File: config.mk
export PLATFORM = sky130hd
export DESIGN_NAME = spi_result_tx_flat
export DESIGN_NICKNAME = d
export VERILOG_FILES = /design/src/rtl/spi_result_tx_if.sv /design/src/rtl/spi_result_tx.sv /design/src/flat_wrapper.sv
export SDC_FILE = /design/constraint.sdc
export NUM_CORES = 1
export LEC_CHECK = 0
export ABC_AREA = 1
export CORE_MARGIN = 5
export CORE_UTILIZATION = 42
export CTS_CLUSTER_DIAMETER = 200
export DETAILED_ROUTE_END_ITERATION = 7
export SLEW_MARGIN = 20
export SYNTH_ARGS = -nofsm -noshare
export SYNTH_HDL_FRONTEND = slang
export SYNTH_SLANG_ARGS = --single-unit
File: constraint.sdc
create_clock -name clk -period 5.3 [get_ports clk]
set_input_delay 0.53 -clock clk [delete_from_list [all_inputs] [get_ports clk]]
set_output_delay 0.53 -clock clk [all_outputs]
set_load 0.02 [all_outputs]
File: src/rtl/spi_result_tx_if.sv
// Bundles the SPI pins, the command strobe and the result/status signals
// of spi_result_tx.
//   slave  : the spi_result_tx side (samples pins and results, drives MISO and status)
//   master : the environment side (SPI master, receive shifter, network output stage)
//   SCK, SS, MISO       : SPI pins (SCK idle low, SS active low, MISO LSB first)
//   shift_SPI, SPI_in   : received command byte strobe and value
//   cost_ready, cost_output, network_done, detected_digit : finished result
//   fifo_count, fifo_full, overflow : result FIFO status
interface spi_result_tx_if #(
  parameter int unsigned DATA_W  = 8,
  parameter int unsigned COST_W  = 8,
  parameter int unsigned DIGIT_W = 4,
  parameter int unsigned DEPTH   = 4
);
  localparam int unsigned CNT_W = $clog2(DEPTH + 1);

  logic               SCK;
  logic               SS;
  logic               MISO;
  logic               shift_SPI;
  logic [DATA_W-1:0]  SPI_in;
  logic               cost_ready;
  logic [COST_W-1:0]  cost_output;
  logic               network_done;
  logic [DIGIT_W-1:0] detected_digit;
  logic [CNT_W-1:0]   fifo_count;
  logic               fifo_full;
  logic               overflow;

  modport slave (
    input  SCK, SS, shift_SPI, SPI_in,
    input  cost_ready, cost_output, network_done, detected_digit,
    output MISO, fifo_count, fifo_full, overflow
  );

  modport master (
    output SCK, SS, shift_SPI, SPI_in,
    output cost_ready, cost_output, network_done, detected_digit,
    input  MISO, fifo_count, fifo_full, overflow
  );
endinterface

File: src/rtl/spi_result_tx.sv
// SPI-slave transmit controller for the digit-recognizer result path.
// Finished results {cost, digit} are queued in a FIFO; command bytes select
// the head cost, head digit (optionally popping) or a status word, which is
// staged in tx_next and shifted out LSB first on MISO at the next word.
// Ports:
//   clk, n_rst : system clock, asynchronous active-low reset
//   bus        : spi_result_tx_if.slave (SPI pins, command strobe, results, status)
module spi_result_tx #(
  parameter int unsigned DATA_W  = 8,
  parameter int unsigned COST_W  = 8,
  parameter int unsigned DIGIT_W = 4,
  parameter int unsigned DEPTH   = 4
) (
  input logic           clk,
  input logic           n_rst,
  spi_result_tx_if.slave bus
);

  localparam int unsigned CNT_W = $clog2(DEPTH + 1);
  localparam int unsigned PTR_W = $clog2(DEPTH);
  // Counter only needs 0..DATA_W-1: the DATA_W-th fall reloads instead.
  localparam int unsigned BIT_W = $clog2(DATA_W);

  typedef struct packed {
    logic [COST_W-1:0]  cost;
    logic [DIGIT_W-1:0] digit;
  } entry_t;

  typedef enum logic {
    ST_IDLE  = 1'b0,
    ST_SHIFT = 1'b1
  } state_t;

  // ---------------------------------------------------------------
  // Pin synchronisers and edge detection
  // ---------------------------------------------------------------
  logic [1:0] sck_sync, ss_sync;
  logic       sck_d, ss_d;
  logic       sck_fall_c, ss_fall_c, ss_high_c;

  always_ff @(posedge clk or negedge n_rst) begin
    if (!n_rst) begin
      sck_sync <= 2'b00;
      sck_d    <= 1'b0;
      ss_sync  <= 2'b11;
      ss_d     <= 1'b1;
    end else begin
      sck_sync <= {sck_sync[0], bus.SCK};
      sck_d    <= sck_sync[1];
      ss_sync  <= {ss_sync[0], bus.SS};
      ss_d     <= ss_sync[1];
    end
  end

  assign sck_fall_c = sck_d & ~sck_sync[1];
  assign ss_fall_c  = ss_d  & ~ss_sync[1];
  assign ss_high_c  = ss_sync[1];

  // ---------------------------------------------------------------
  // Result FIFO state
  // ---------------------------------------------------------------
  entry_t             mem [DEPTH];
  logic [PTR_W-1:0]   wr_ptr, rd_ptr;
  logic [CNT_W-1:0]   count_q, count_n;
  logic               full_q, full_n;
  logic               ovf_q, ovf_n;
  logic               empty_c;
  entry_t             head_c, new_entry_c;

  logic [7:0]         cmd_c;
  logic               spi_in_unused;
  logic               pop_c, push_c, drop_c, ovf_clr_c;
  logic [DATA_W-1:0]  status_c, tx_cmd_c;

  assign empty_c       = (count_q == '0);
  assign head_c        = mem[rd_ptr];
  assign cmd_c         = 8'(bus.SPI_in);
  assign spi_in_unused = ^bus.SPI_in;

  // Status snapshot taken before this cycle's push/pop
  always_comb begin
    status_c             = '0;
    status_c[CNT_W-1:0]  = count_q;
    status_c[DATA_W-2]   = empty_c;
    status_c[DATA_W-1]   = ovf_q;
  end

  // Command decode: value staged for tx_next, pop and overflow clear
  always_comb begin
    tx_cmd_c  = '1;
    pop_c     = 1'b0;
    ovf_clr_c = 1'b0;
    if (bus.shift_SPI) begin
      case (cmd_c)
        8'h01: if (!empty_c) tx_cmd_c = DATA_W'(head_c.cost);
        8'h02: if (!empty_c) tx_cmd_c = DATA_W'(head_c.digit);
        8'h03: begin
          if (!empty_c) begin
            tx_cmd_c = DATA_W'(head_c.digit);
            pop_c    = 1'b1;
          end
        end
        8'h04: begin
          tx_cmd_c  = status_c;
          ovf_clr_c = 1'b1;
        end
        default: tx_cmd_c = '1;
      endcase
    end
  end

  // Push accepted when there is room, including room freed by a same-cycle pop
  always_comb begin
    new_entry_c.cost  = bus.cost_ready ? bus.cost_output : '0;
    new_entry_c.digit = bus.detected_digit;
    push_c  = bus.network_done && ((count_q != CNT_W'(DEPTH)) || pop_c);
    drop_c  = bus.network_done && !push_c;
    count_n = count_q + CNT_W'(push_c) - CNT_W'(pop_c);
    full_n  = (count_n == CNT_W'(DEPTH));
    // A drop in the same cycle as a status read keeps the flag set
    ovf_n   = drop_c ? 1'b1 : (ovf_clr_c ? 1'b0 : ovf_q);
  end

  always_ff @(posedge clk or negedge n_rst) begin
    if (!n_rst) begin
      wr_ptr  <= '0;
      rd_ptr  <= '0;
      count_q <= '0;
      full_q  <= 1'b0;
      ovf_q   <= 1'b0;
    end else begin
      if (push_c) wr_ptr <= wr_ptr + PTR_W'(1);
      if (pop_c)  rd_ptr <= rd_ptr + PTR_W'(1);
      count_q <= count_n;
      full_q  <= full_n;
      ovf_q   <= ovf_n;
    end
  end

  // FIFO storage, not reset
  always_ff @(posedge clk) begin
    if (push_c) mem[wr_ptr] <= new_entry_c;
  end

  // ---------------------------------------------------------------
  // Shifter FSM
  // ---------------------------------------------------------------
  state_t            state_q, state_n;
  logic [DATA_W-1:0] shreg_q, shreg_n;
  logic [DATA_W-1:0] tx_q, tx_n;
  logic [BIT_W-1:0]  bcnt_q, bcnt_n;
  logic              consume_c;
  logic              miso_q;

  always_ff @(posedge clk or negedge n_rst) begin
    if (!n_rst) state_q <= ST_IDLE;
    else        state_q <= state_n;
  end

  // Next state, shift register, bit counter and tx_next update
  always_comb begin
    state_n   = state_q;
    shreg_n   = shreg_q;
    bcnt_n    = bcnt_q;
    consume_c = 1'b0;
    case (state_q)
      ST_IDLE: begin
        bcnt_n = '0;
        if (ss_fall_c) begin
          shreg_n   = tx_q;
          consume_c = 1'b1;
          state_n   = ST_SHIFT;
        end
      end
      ST_SHIFT: begin
        if (ss_high_c) begin
          // Partial word is dropped; tx_next is left untouched
          bcnt_n  = '0;
          state_n = ST_IDLE;
        end else if (sck_fall_c) begin
          if (bcnt_q == BIT_W'(DATA_W - 1)) begin
            shreg_n   = tx_q;
            bcnt_n    = '0;
            consume_c = 1'b1;
          end else begin
            shreg_n = {1'b1, shreg_q[DATA_W-1:1]};
            bcnt_n  = bcnt_q + BIT_W'(1);
          end
        end
      end
      default: state_n = ST_IDLE;
    endcase

    // A command in the consuming cycle lands in tx_next for the next word
    tx_n = consume_c ? '1 : tx_q;
    if (bus.shift_SPI) tx_n = tx_cmd_c;
  end

  always_ff @(posedge clk or negedge n_rst) begin
    if (!n_rst) begin
      shreg_q <= '1;
      tx_q    <= '1;
      bcnt_q  <= '0;
      miso_q  <= 1'b1;
    end else begin
      shreg_q <= shreg_n;
      tx_q    <= tx_n;
      bcnt_q  <= bcnt_n;
      miso_q  <= (state_q == ST_SHIFT) ? shreg_q[0] : 1'b1;
    end
  end

  assign bus.MISO       = miso_q;
  assign bus.fifo_count = count_q;
  assign bus.fifo_full  = full_q;
  assign bus.overflow   = ovf_q;

endmodule

File: src/flat_wrapper.sv
// flat-port wrapper written by rule: the top's interface ports become plain ports
module spi_result_tx_flat 
#(
  parameter int unsigned DATA_W  = 8,
  parameter int unsigned COST_W  = 8,
  parameter int unsigned DIGIT_W = 4,
  parameter int unsigned DEPTH   = 4
)
  (clk, n_rst, bus_SCK, bus_SS, bus_shift_SPI, bus_SPI_in, bus_cost_ready, bus_cost_output, bus_network_done, bus_detected_digit, bus_MISO, bus_fifo_count, bus_fifo_full, bus_overflow);
  spi_result_tx_if #(.DATA_W(DATA_W), .COST_W(COST_W), .DIGIT_W(DIGIT_W), .DEPTH(DEPTH)) bus_i ();
  input logic clk;
  input logic n_rst;
  input wire logic [$bits(bus_i.SCK)-1:0] bus_SCK;
  input wire logic [$bits(bus_i.SS)-1:0] bus_SS;
  input wire logic [$bits(bus_i.shift_SPI)-1:0] bus_shift_SPI;
  input wire logic [$bits(bus_i.SPI_in)-1:0] bus_SPI_in;
  input wire logic [$bits(bus_i.cost_ready)-1:0] bus_cost_ready;
  input wire logic [$bits(bus_i.cost_output)-1:0] bus_cost_output;
  input wire logic [$bits(bus_i.network_done)-1:0] bus_network_done;
  input wire logic [$bits(bus_i.detected_digit)-1:0] bus_detected_digit;
  output wire logic [$bits(bus_i.MISO)-1:0] bus_MISO;
  output wire logic [$bits(bus_i.fifo_count)-1:0] bus_fifo_count;
  output wire logic [$bits(bus_i.fifo_full)-1:0] bus_fifo_full;
  output wire logic [$bits(bus_i.overflow)-1:0] bus_overflow;
  assign bus_i.SCK = bus_SCK;
  assign bus_i.SS = bus_SS;
  assign bus_i.shift_SPI = bus_shift_SPI;
  assign bus_i.SPI_in = bus_SPI_in;
  assign bus_i.cost_ready = bus_cost_ready;
  assign bus_i.cost_output = bus_cost_output;
  assign bus_i.network_done = bus_network_done;
  assign bus_i.detected_digit = bus_detected_digit;
  assign bus_MISO = bus_i.MISO;
  assign bus_fifo_count = bus_i.fifo_count;
  assign bus_fifo_full = bus_i.fifo_full;
  assign bus_overflow = bus_i.overflow;
  spi_result_tx #(.DATA_W(DATA_W), .COST_W(COST_W), .DIGIT_W(DIGIT_W), .DEPTH(DEPTH)) u_core (.clk(clk), .n_rst(n_rst), .bus(bus_i));
endmodule
* Yosys cells after proc, flatten, opt, wreduce, memory -nomap -nowiden
Memory sizes are Yosys's and may differ from the RTL's.
Cells that the tools add are included.
** Storage, ports and cells
- Input bits :: 27
- Word-level logic and storage cells :: 77
- Memories :: 1
- Output and inout port bits :: 6
- Register bits :: 36
- Bits in writable memories :: 48
** Cells by class
- Reductions and logical operators :: 9
- $add $sub $neg :: 5
- Bitwise logic cells :: 5
- Muxes and demuxes :: 32
- Eq/ne operators :: 11
** Memories
- u_core.mem :: depth 4, bits a word 12, rd ports 1, clocked after memory_dff 0, write ports 1, RTL line spi_result_tx.sv:62 : entry_t mem [DEPTH];
** Operators by type and width (count)
- $mux 8 :: 9
- $pmux 8 s3 :: 1
- $eq 8x2->1 const B :: 2
- $pmux 8 s2 :: 1
- $mux 1 :: 15
- $mux 3 :: 3
- $eq 8x1->1 const B :: 1
- $eq 8x3->1 const B :: 1
- $eq 3x3->1 const B :: 2
- $pmux 3 s2 :: 1
- $add 2x1->2 const B :: 2
- $ne 2x1->1 const B :: 2
- $pmux 1 s2 :: 2
- $reduce_bool 2->1 :: 2
- $add 3x1->3 :: 1
- $add 3x1->3 const B :: 1
- $logic_not 3->1 :: 1
- $ne 3x1->1 const B :: 1
- $ne 3x3->1 const B :: 1
- $not 1->1 :: 3
- $reduce_and 3->1 :: 1
- $sub 3x1->3 :: 1
- $and 1x1->1 :: 2
- $logic_and 1x1->1 :: 2
- other kinds (4) :: 4

* Depth between registers and ports, before layout
- Word-level depth :: 9
- Gate-level depth with buffers :: 13
- Mapped depth without buffers :: 13

* Worst setup path after synthesis
Ideal clock, no wire load.
- Path type :: input -> register
- Start point :: input bus_SPI_in[7]
- End point :: register u_core.full_q, in the netlist u_core.bus.fifo_full
- Data required time :: 5.177 ns
- Library setup time :: 0.123 ns
- Stages :: 13
- Slack :: 2.925 ns
- Buffers on the path :: 0
- Arrival time :: 2.252 ns
- Path through :: nor2_1 -> nand2_2 -> nor2_4 -> nand4_4 -> inv_1 -> ha_1 -> inv_1 -> ha_1 -> inv_1 -> fa_1 -> xor2_1 -> xor2_1 -> nor3_1
** Between the ends
- Cells in the longest elaborated chain, start to end :: 8
** Ends and longest elaborated chain
- from (decl) :: RTL line flat_wrapper.sv:16 : input wire logic [$bits(bus_i.SPI_in)-1:0] bus_SPI_in;
- $eq 8x2->1 (*) :: RTL line spi_result_tx.sv:94 : case (cmd_c)
- $mux 1 (*) :: RTL line spi_result_tx.sv:94
- $mux 1 (*) :: RTL line spi_result_tx.sv:93 : if (bus.shift_SPI) begin
- net u_core.pop_c :: RTL line spi_result_tx.sv:72 : logic pop_c, push_c, drop_c, ovf_clr_c;
- $logic_or 1x1->1 :: RTL line spi_result_tx.sv:116 : push_c = bus.network_done && ((count_q != CNT_W'(DEPTH)) || pop_c);
- $logic_and 1x1->1 :: RTL line spi_result_tx.sv:116
- $add 3x1->3 :: RTL line spi_result_tx.sv:118 : count_n = count_q + CNT_W'(push_c) - CNT_W'(pop_c);
- $sub 3x1->3 (*) :: RTL line spi_result_tx.sv:118
- $eq 3x3->1 (*) :: RTL line spi_result_tx.sv:119 : full_n = (count_n == CNT_W'(DEPTH));
- net u_core.full_n :: RTL line spi_result_tx.sv:65 : logic full_q, full_n;
- to (signal assigned) :: RTL line spi_result_tx.sv:135 : full_q <= full_n;
- to (decl) :: RTL line spi_result_tx.sv:65
Mark *: on every way through the listed nets, which the timed path passes. The rest lies on a longest branch.
A chain may end at the register's enable or synchronous reset.

* Worst setup path after layout
- Start point :: input bus_SPI_in[3]
- End point :: register u_core.full_q, in the netlist u_core.bus.fifo_full
The elaborated chain is that of the path after synthesis.

==> impl_metrics.ini <==
[cts]
cts_hold_repair.buffers = 0
htree_levels = 3
postCtsSetupRepairBufs = 0
cts_resized = 0
cts.sinks = 84
clockBufferDepth = 2
cts_tree = done
cts-buffers-inserted = 9
root_buffer = clkbuf_8
clkSlewWorstSetupHoldPaths_ns = 0.10
worstSkewPairLatency_ns = 0.35

[power]
clockPowerShare_pct = 27.0
p_per_area_nw_per_um2 = 393
p_int_mw = 1.20
netSwitchingPower_uw = 557
ir_drop_v = 0.000177
power_frac_comb_pct = 22.1
p_sw_share_pct = 31.8
p_leak_nw = 1.94
power_frac_seq_pct = 50.9

[synth]
yosys.area.top_type = edfxtp_1
ys_seq_elements = 84
ys_seq_area_share_pct = 61.5
synth_cell_types = 31
avgSynthCellArea_um2 = 9.87
synthTopCellsByArea = edfxtp_1 37%, dfstp_2 14%, dfrtp_1 10%
syn_inst = 390
synth_warnings = 0
synthesis.area_um2 = 3850
synth_top_area_share_pct = 37.5
asyncSetResetFlopFracSynth_pct = 42.9
syn-num-nets = 426
synth_flop_cell = edfxtp_1
synth_edf_count = 48

[worst_setup_path]
end_kind = flip-flop
crit_path_end = u_core.bus.fifo_full
cp_common_cell = inv_1
arrival_ns = 2.83
worst_r2r_endpoint = u_core.bus.fifo_full
slowest_delay_ns = 0.43
crit_slowest_cell = clkdlybuf4s50_1
startpoint_type = input port
criticalPathCategory = in2reg
startpoint = bus_SPI_in[3]
r2r_start = u_core.bus.fifo_count[1]
r2r_slack_ns = 2.80
crit_path_max_fanout = 6
r2r_cells = 12
path_cells = clkdlybuf4s50_1 > nor2_2 > nand2_2 > nor2_4 > nand4_4 > inv_1 > ha_1 > inv_1 > ha_1 > inv_1 > fa_1 > xor2_1 > xor2_1 > nor3_1
cp.required_ns = 5.54

[hold_path]
hp-class = reg2reg

[grt]
grt_max_degree = 37
globalRouteMet3Util_pct = 3.49
grt_antenna_before_repair = 0
busiest_layer = met2
grt_pass1_wl_mm = 12.4
use_met1_pct = 17.4
grt_util_all_layers_pct = 14.0
grt-ovfl-total = 0
grt_util_met2_pct = 23.4
grt_pass1_vias = 2608

[drt]
via_per_inst = 4.86
drt-initial-drc-count = 115
routed_wl_mm = 7.28
antenna_left = 0
wl_per_cell_um = 13.5
vias = 2631
drc = 0
drt_pass1_iterations = 4

[final_layout]
fin_nets = 461
drive_above_1_share_pct = 15.6
final_common_cell = nand2_1
fillCellCount = 831
post-route-util_pct = 49.2
design_area_um2 = 4460
syn_to_final_growth_pct = 16.0
final_cell_mix = 79 x nand2_1, 53 x nor2_1, 49 x inv_1
antennaDiodeCount = 0
finalNonFillerCells = 541

[place]
hpwlAfterDp_mm = 5.19
dp.cells = 525
place_area_um2 = 4260
place.gp.congestion = 0.810
portBuffers = 32

[floorplan]
die_h_um = 106
die_w_um = 106
die_area_um2 = 11200
row_count = 35
start_util_pct = 42.4
coreArea_um2 = 9060
ios = 33

[sta]
tightest_slew_ns = 1.04
period_minus_slack_ns = 2.58
setup_violations = 0
final_hold_viol_count = 0
whs_ns = 0.357
fin_crit_sh_pct = 48.7
slew_violations = 0
rsz0062_at_grt = false
setup_tns_ns = 0
slew_headroom_pct = 30.6
fmax_mhz = 387
skew_ns = 0.0128

[run_status]
status = finished, final reports clean

[job]
maxCapViolCount = 0
## metal layers
metal  up-vias  share of wire [%]
met5         -                  0
met4         0                1.4
met3        12                4.1
met2        47                 49
met1      1251                 46
li1       1321                  -
## power groups by stage
stage | sequential (mW) | clock [mW] | combinational, mW
after floorplan | 0.905 | 0 | 0.236
after global placement | 0.905 | 0 | 0.387
after detailed placement | 0.909 | 0 | 0.390
after CTS | 0.895 | 0.485 | 0.392
after global routing | 0.905 | 0.509 | 0.434
final | 0.892 | 0.474 | 0.387
## worst min path at each step
stage                             from                 end  cells past startpoint
CTS                 u_core.sck_sync[0]  u_core.sck_sync[1]                      0
floorplan                        n_rst    u_core.bcnt_q[0]                      0
finish              u_core.sck_sync[0]  u_core.sck_sync[1]                      0
global placement    u_core.sck_sync[0]  u_core.sck_sync[1]                      0
global route         u_core.ss_sync[0]   u_core.ss_sync[1]                      0
detailed placement  u_core.sck_sync[0]  u_core.sck_sync[1]                      0
## through the flow
| stage | setup slack (ns) | power [mW] |
|---|---|---|
| finish | 2.72 | 1.75 |
| global route | 2.51 | 1.85 |
| CTS | 2.67 | 1.77 |
| detailed placement | 2.31 | 1.30 |
| global placement | 2.38 | 1.29 |
| floorplan | 2.93 | 1.14 |
## cells in the mapped netlist (7+ instances only)
master	count
nand3_1	25
edfxtp_1	48
ha_1	8
nand2_1	79
a21oi_1	7
o211ai_1	8
inv_2	13
inv_1	49
dfrtp_1	16
dfstp_2	20
nor2_1	54
o21ai_1	20
## flip-flops by register name (all words and copies together), names as in the netlist
name and flops:
u_core.ss_sync 2, u_core.bus.fifo_count 3, u_core.sck_sync 2, u_core.tx_q 8, u_core.bus.fifo_full 1, u_core.rd_ptr 2, u_core.sck_d 1, u_core.mem 48
u_core.bus.MISO 1, u_core.wr_ptr 2, u_core.bus.overflow 1, u_core.state_q 1, u_core.shreg_q 8, u_core.ss_d 1, u_core.bcnt_q 3
## cell type report
class / count / area [um^2] / area share (%)
Tap cell: 111 / 139 / 3.11
Clock inverter: 7 / 80.1 / 1.79
Multi-Input combinational cell: 231 / 1170 / 26.2
Timing Repair Buffer: 35 / 343 / 7.68
Inverter: 64 / 240 / 5.38
Sequential cell: 84 / 2370 / 53.0
Clock buffer: 9 / 124 / 2.78
## critical path: cells and delay by family
kind,cells,cell delay [ns]
fa+ha+maj,3,0.72
buf+inv,4,0.62
simple gates,5,0.59
xor+xnor,2,0.37
## kinds of logic (layout without fill, tap and decap cells)
group	after synthesis	after routing	share of synthesized area [%]
compound gates	42	42	6.24
fa+ha+maj	9	9	3.12
buf+inv	75	115	8.13
xor+xnor	4	4	0.910
simple gates	176	176	20.1
flops	84	84	61.5
(Power assumes the default switching activity.)
